==> src/rtl/clk_div_prog_if.sv <==
// rtl/clk_div_prog_if.sv - control/status bundle for the programmable clock divider
interface clk_div_prog_if #(
    parameter int WIDTH = 8
);
    logic             en;
    logic [WIDTH-1:0] div;
    logic             load;
    logic             clko;
    logic             tick;
    logic [WIDTH-1:0] div_cur;

    modport master (
        output en,
        output div,
        output load,
        input  clko,
        input  tick,
        input  div_cur
    );

    modport slave (
        input  en,
        input  div,
        input  load,
        output clko,
        output tick,
        output div_cur
    );
endinterface

==> src/rtl/clk_div_prog.sv <==
// rtl/clk_div_prog.sv - runtime-programmable integer clock divider with glitch-free ratio change
module clk_div_prog #(
    parameter int WIDTH       = 8,
    parameter int DEFAULT_DIV = 4
) (
    input  logic           clk,
    input  logic           rst,
    clk_div_prog_if.slave  bus
);

    localparam logic [0:0] ST_IDLE = 1'b0;
    localparam logic [0:0] ST_RUN  = 1'b1;

    localparam logic [WIDTH-1:0] DIV_RST = WIDTH'(DEFAULT_DIV);

    logic [0:0]       state, state_n;
    logic [WIDTH-1:0] cnt, cnt_n;
    logic [WIDTH-1:0] cur_div, cur_div_n;
    logic [WIDTH-1:0] pend_div, pend_div_n;
    logic             pend_vld, pend_vld_n;
    logic             clko_q, clko_n;
    logic             tick_q, tick_n;

    logic             boundary;
    logic [WIDTH:0]   high_n;

    // Last phase of the period: the only point where the ratio may change or the divider may stop
    assign boundary = (state == ST_RUN) && (cnt == cur_div - WIDTH'(1));

    // Next-state computation for phase, ratio and pending ratio
    always_comb begin
        state_n    = state;
        cnt_n      = cnt;
        cur_div_n  = cur_div;
        pend_div_n = pend_div;
        pend_vld_n = pend_vld;

        if (state == ST_IDLE) begin
            cnt_n      = '0;
            pend_vld_n = 1'b0;
            if (bus.load) begin
                cur_div_n = bus.div;
            end
            // A same-cycle load of zero must not start a period that could never reach its boundary
            if (bus.en && (cur_div != '0) && !(bus.load && (bus.div == '0))) begin
                state_n = ST_RUN;
            end
        end else if (!boundary) begin
            cnt_n = cnt + WIDTH'(1);
            if (bus.load) begin
                pend_div_n = bus.div;
                pend_vld_n = 1'b1;
            end
        end else begin
            cnt_n      = '0;
            pend_vld_n = 1'b0;
            // A load in the boundary cycle is the newest value, so it beats anything pending
            if (bus.load) begin
                cur_div_n = bus.div;
            end else if (pend_vld) begin
                cur_div_n = pend_div;
            end
            if (!bus.en || (cur_div_n == '0)) begin
                state_n = ST_IDLE;
            end
        end
    end

    // High time of the period that the next cycle belongs to; one bit wider so N=max cannot overflow
    assign high_n = ({1'b0, cur_div_n} + (WIDTH + 1)'(1)) >> 1;

    // Output decode is done on next-state values so clko/tick come straight from flops
    always_comb begin
        clko_n = 1'b0;
        tick_n = 1'b0;
        if (state_n == ST_RUN) begin
            clko_n = ({1'b0, cnt_n} < high_n);
            tick_n = (cnt_n == '0);
        end
    end

    // State, ratio and output registers with asynchronous active-low reset
    always_ff @(posedge clk or negedge rst) begin
        if (!rst) begin
            state    <= ST_IDLE;
            cnt      <= '0;
            cur_div  <= DIV_RST;
            pend_div <= '0;
            pend_vld <= 1'b0;
            clko_q   <= 1'b0;
            tick_q   <= 1'b0;
        end else begin
            state    <= state_n;
            cnt      <= cnt_n;
            cur_div  <= cur_div_n;
            pend_div <= pend_div_n;
            pend_vld <= pend_vld_n;
            clko_q   <= clko_n;
            tick_q   <= tick_n;
        end
    end

    assign bus.clko    = clko_q;
    assign bus.tick    = tick_q;
    assign bus.div_cur = cur_div;

endmodule

==> src/flat_wrapper.sv <==
// flat-port wrapper written by rule: the top's interface ports become plain ports
module clk_div_prog_flat 
#(
    parameter int WIDTH       = 8,
    parameter int DEFAULT_DIV = 4
)
  (clk, rst, bus_en, bus_div, bus_load, bus_clko, bus_tick, bus_div_cur);
  clk_div_prog_if #(.WIDTH(WIDTH)) bus_i ();
  input  logic clk;
  input  logic rst;
  input wire logic [$bits(bus_i.en)-1:0] bus_en;
  input wire logic [$bits(bus_i.div)-1:0] bus_div;
  input wire logic [$bits(bus_i.load)-1:0] bus_load;
  output wire logic [$bits(bus_i.clko)-1:0] bus_clko;
  output wire logic [$bits(bus_i.tick)-1:0] bus_tick;
  output wire logic [$bits(bus_i.div_cur)-1:0] bus_div_cur;
  assign bus_i.en = bus_en;
  assign bus_i.div = bus_div;
  assign bus_i.load = bus_load;
  assign bus_clko = bus_i.clko;
  assign bus_tick = bus_i.tick;
  assign bus_div_cur = bus_i.div_cur;
  clk_div_prog #(.WIDTH(WIDTH), .DEFAULT_DIV(DEFAULT_DIV)) u_core (.clk(clk), .rst(rst), .bus(bus_i));
endmodule
==> config.mk <==
export PLATFORM = sky130hd
export DESIGN_NAME = clk_div_prog_flat
export DESIGN_NICKNAME = d
export VERILOG_FILES = /design/src/rtl/clk_div_prog_if.sv /design/src/rtl/clk_div_prog.sv /design/src/flat_wrapper.sv
export SDC_FILE = /design/constraint.sdc
export NUM_CORES = 1
export LEC_CHECK = 0
export ABC_AREA = 1
export CAP_MARGIN = 15
export CORE_ASPECT_RATIO = 1.2
export CORE_MARGIN = 2
export CORE_UTILIZATION = 52
export DETAILED_ROUTE_END_ITERATION = 10
export PLACE_DENSITY = 0.74
export RECOVER_POWER = 25
export SYNTH_ARGS = -nofsm -noshare
export SYNTH_HDL_FRONTEND = slang
export SYNTH_SLANG_ARGS = --single-unit
==> constraint.sdc <==
create_clock -name clk -period 8.37 [get_ports clk]
set_input_delay 1.674 -clock clk [delete_from_list [all_inputs] [get_ports clk]]
set_output_delay 1.674 -clock clk [all_outputs]
set_load 0.02 [all_outputs]
==> impl_metrics.py <==
metrics = {
    "worst_setup_path": {
        "worstPathRequired_ps": 8590,
        "worstSetupPathType": "input port to flop",
        "start_kind": "input port",
        "crit_arrival_ps": 4740,
        "r2r_slack_ps": 4750,
        "worstSetupEndpointType": "flop",
        "path_max_fanout": 23,
    },
    "timing": {
        "fin_crit_sh_pct": 54.0,
        "slew_headroom_pct": -4.12,
        "whs_ps": 491,
        "rsz0062_at_grt": "false",
        "finalMaxSlewViolations": 29,
        "tns_ps": 0,
        "setup_violations": 0,
        "timing_hold_violations_final": 0,
        "tightest_slew_ps": 1560,
        "fin_skew_ps": 7.07,
        "final.min_clock_period_ps": 4520,
        "max_freq_mhz": 221,
    },
    "pwr": {
        "swShare_pct": 50.6,
        "p_leak_uw": 0.00127,
        "power_uw": 949,
        "p_switching_uw": 480,
        "p_seq_share_pct": 26.5,
        "internal_power_uw": 469,
        "ir_worst_vdd_mv": 0.180,
        "pwr-share-comb_pct": 61.8,
        "pwr-share-clk_pct": 11.7,
        "cellPowerDensity_mw_per_mm2": 378,
    },
    "placed_design": {
        "gp_routability_congestion": 0.943,
        "hpwl_mm": 4.48,
        "port_buffers": 21,
    },
    "global_route": {
        "grt_pass1_wl_mm": 9.70,
        "antenna_found_initial": 0,
        "grt_start_max_net_pins": 29,
        "first_global_vias": 2063,
        "globalRouteOverflowTotal": 0,
        "grt_usage_pct": 26.2,
    },
    "clocking": {
        "clock_latency_ps": 290,
        "cts_sinks": 28,
        "numCtsBuffers": 3,
        "cts_buffer_depth": 2,
        "ctsHoldBuffers": 0,
        "post_cts_buffers": 0,
        "cts_tree": "built",
        "cts_max_level": 1,
        "path_clk_slew_ps": 110,
        "cts-root-buf": "clkbuf_8",
        "ctsResizeCount": 0,
    },
    "final_layout": {
        "final_nets": 358,
        "diodes": 0,
        "fill_cells": 391,
        "utilization_pct": 62.6,
        "final_common_cell": "nand2_1",
        "layout_common_cells": "nand2_1 (78), nand3_1 (40), inv_1 (37)",
        "drive_gt1_share_pct": 8.68,
        "area_growth_pct": 14.7,
    },
    "synth": {
        "synth_flop_cell": "dfrtp_1",
        "synth_edf_count": 0,
        "seq_area_frac_synth_pct": 32.1,
        "async_flop_share_pct": 100,
        "yosys-top-cells-area": "dfrtp_1 (31%), nand2_1 (13%), nand3_1 (9.2%)",
        "synth_top_area_share_pct": 30.9,
        "syn_avg_cell_area_um2": 6.96,
        "syn_area_mm2": 0.00219,
        "synthesis.nets": 337,
        "yosysWarnings": 0,
        "synth_cells": 314,
        "ys_types": 31,
        "synth-seq-cells": 28,
        "synth_area_leader_cell": "dfrtp_1",
    },
    "drt": {
        "post_drt_wl_per_cell_um": 15.0,
        "drc": 0,
        "wl_mm": 5.81,
        "drtPass1Iterations": 5,
        "avgViaCountPerCell": 5.59,
        "drtAntennaViolNets": 0,
        "via_count": 2170,
        "initialDrtViolationCount": 155,
    },
    "hold_path": {
        "hp-class": "flop to flop",
    },
    "floorplanning": {
        "start_util_pct": 54.6,
        "die_h_um": 75.0,
        "die_area_mm2": 0.00474,
        "pin_count": 22,
        "core-area_mm2": 0.00400,
        "dieWidth_um": 63.2,
        "num_rows": 25,
    },
    "status": {
        "outcome": "finished, violations left",
        "violations": "max-capacitance violations, max-slew violations",
    },
    "job": {
        "drv_cap": 1,
    },
}
## synthesized netlist by cell type (all sizes together), types with 2 or more instances
| cell type | number |
|---|---|
| o21ai | 12 |
| nand3b | 2 |
| dfrtp | 27 |
| buf | 3 |
| nand4 | 11 |
| nand2 | 81 |
| nor2 | 35 |
| mux2 | 7 |
| inv | 42 |
| o211ai | 7 |
| nor3 | 5 |
| clkbuf | 3 |
| xor2 | 8 |
| a21oi | 13 |
| nand3 | 40 |
| ha | 11 |
## registers in the layout, summed over array words and instances (netlist names)
name / flops
u_core.bus.clko: 1
u_core.bus.div_cur: 8
u_core.bus.tick: 1
u_core.cnt: 8
u_core.pend_div: 8
u_core.pend_vld: 1
u_core.state: 1
## layer usage
layer	up-vias	track usage (%)	share of wire (%)
li1	1073	-	-
met1	974	34.3	44
met2	102	44.8	45
met3	21	3.14	7.0
met4	0	11.1	3.4
met5	-	0	0
## cell families (layout without fill, tap and decap cells)
family | count (synthesis) | after routing | share of synthesized area, %
AND/OR/NAND/NOR | 176 | 176 | 36.5
buffers and inverters | 48 | 68 | 8.76
AO/OA/AOI/OAI | 35 | 35 | 9.16
flip-flops | 28 | 28 | 32.1
adder cells (fa/ha/maj) | 11 | 11 | 6.30
XOR/XNOR | 9 | 9 | 3.61
multiplexers | 7 | 7 | 3.61
## worst max-delay path: stages
cell,delay (ps)
clkdlybuf4s50_1,950
inv_1,210
nand3_1,130
and2_1,150
inv_1,50
nand4_1,80
nand3_1,170
ha_1,300
nand3_1,130
nand2_1,60
nand2_1,60
ha_1,230
a21oi_1,150
nor2_1,50
a211oi_1,160
nand2_1,70
a21oi_1,120
## worst paths after layout
path                            cells after the start                            start                         endpoint
worst max-delay path                               17                         bus_load        u_core.bus.clko$_DFF_PN0_
worst min-delay path                                2   u_core.pend_div[0]$_DFFE_PN0P_   u_core.pend_div[0]$_DFFE_PN0P_
worst max register to register                     25  u_core.bus.div_cur[0]$_DFF_PN0_        u_core.bus.clko$_DFF_PN0_
worst min register to register                      2   u_core.pend_div[0]$_DFFE_PN0P_   u_core.pend_div[0]$_DFFE_PN0P_
max in group asynchronous                           2                              rst  u_core.bus.div_cur[0]$_DFF_PN0_
min in group asynchronous                           2                              rst          u_core.cnt[6]$_DFF_PN0_
## through the flow
step | instances | worst slack [ps] | cell area [um^2]
after floorplan | 314 | 4660 | 2190
after global placement | 384 | 3680 | 2440
after detailed placement | 384 | 3610 | 2440
after CTS | 388 | 3900 | 2510
after global routing | 388 | 3400 | 2510
final | 388 | 3850 | 2510
## cell type report
| class | instances | area (um^2) | area share [%] |
|---|---|---|---|
| inverters | 42 | 160 | 6.39 |
| well taps | 54 | 67.6 | 2.69 |
| clock inverters | 1 | 30.0 | 1.20 |
| multi-input cells | 238 | 1290 | 51.5 |
| repair buffers | 22 | 214 | 8.53 |
| clock buffers | 3 | 41.3 | 1.65 |
| flip-flops and latches | 28 | 702 | 28.0 |
## power groups by stage
| stage | Clock (uW) | Sequential [uW] | Combinational, uW |
|---|---|---|---|
| after detailed placement | 0 | 251 | 584 |
| final | 111 | 252 | 586 |
| after floorplan | 0 | 258 | 405 |
| after global routing | 118 | 258 | 666 |
| after CTS | 113 | 249 | 586 |
| after global placement | 0 | 252 | 571 |
(Power assumes the default switching activity.)
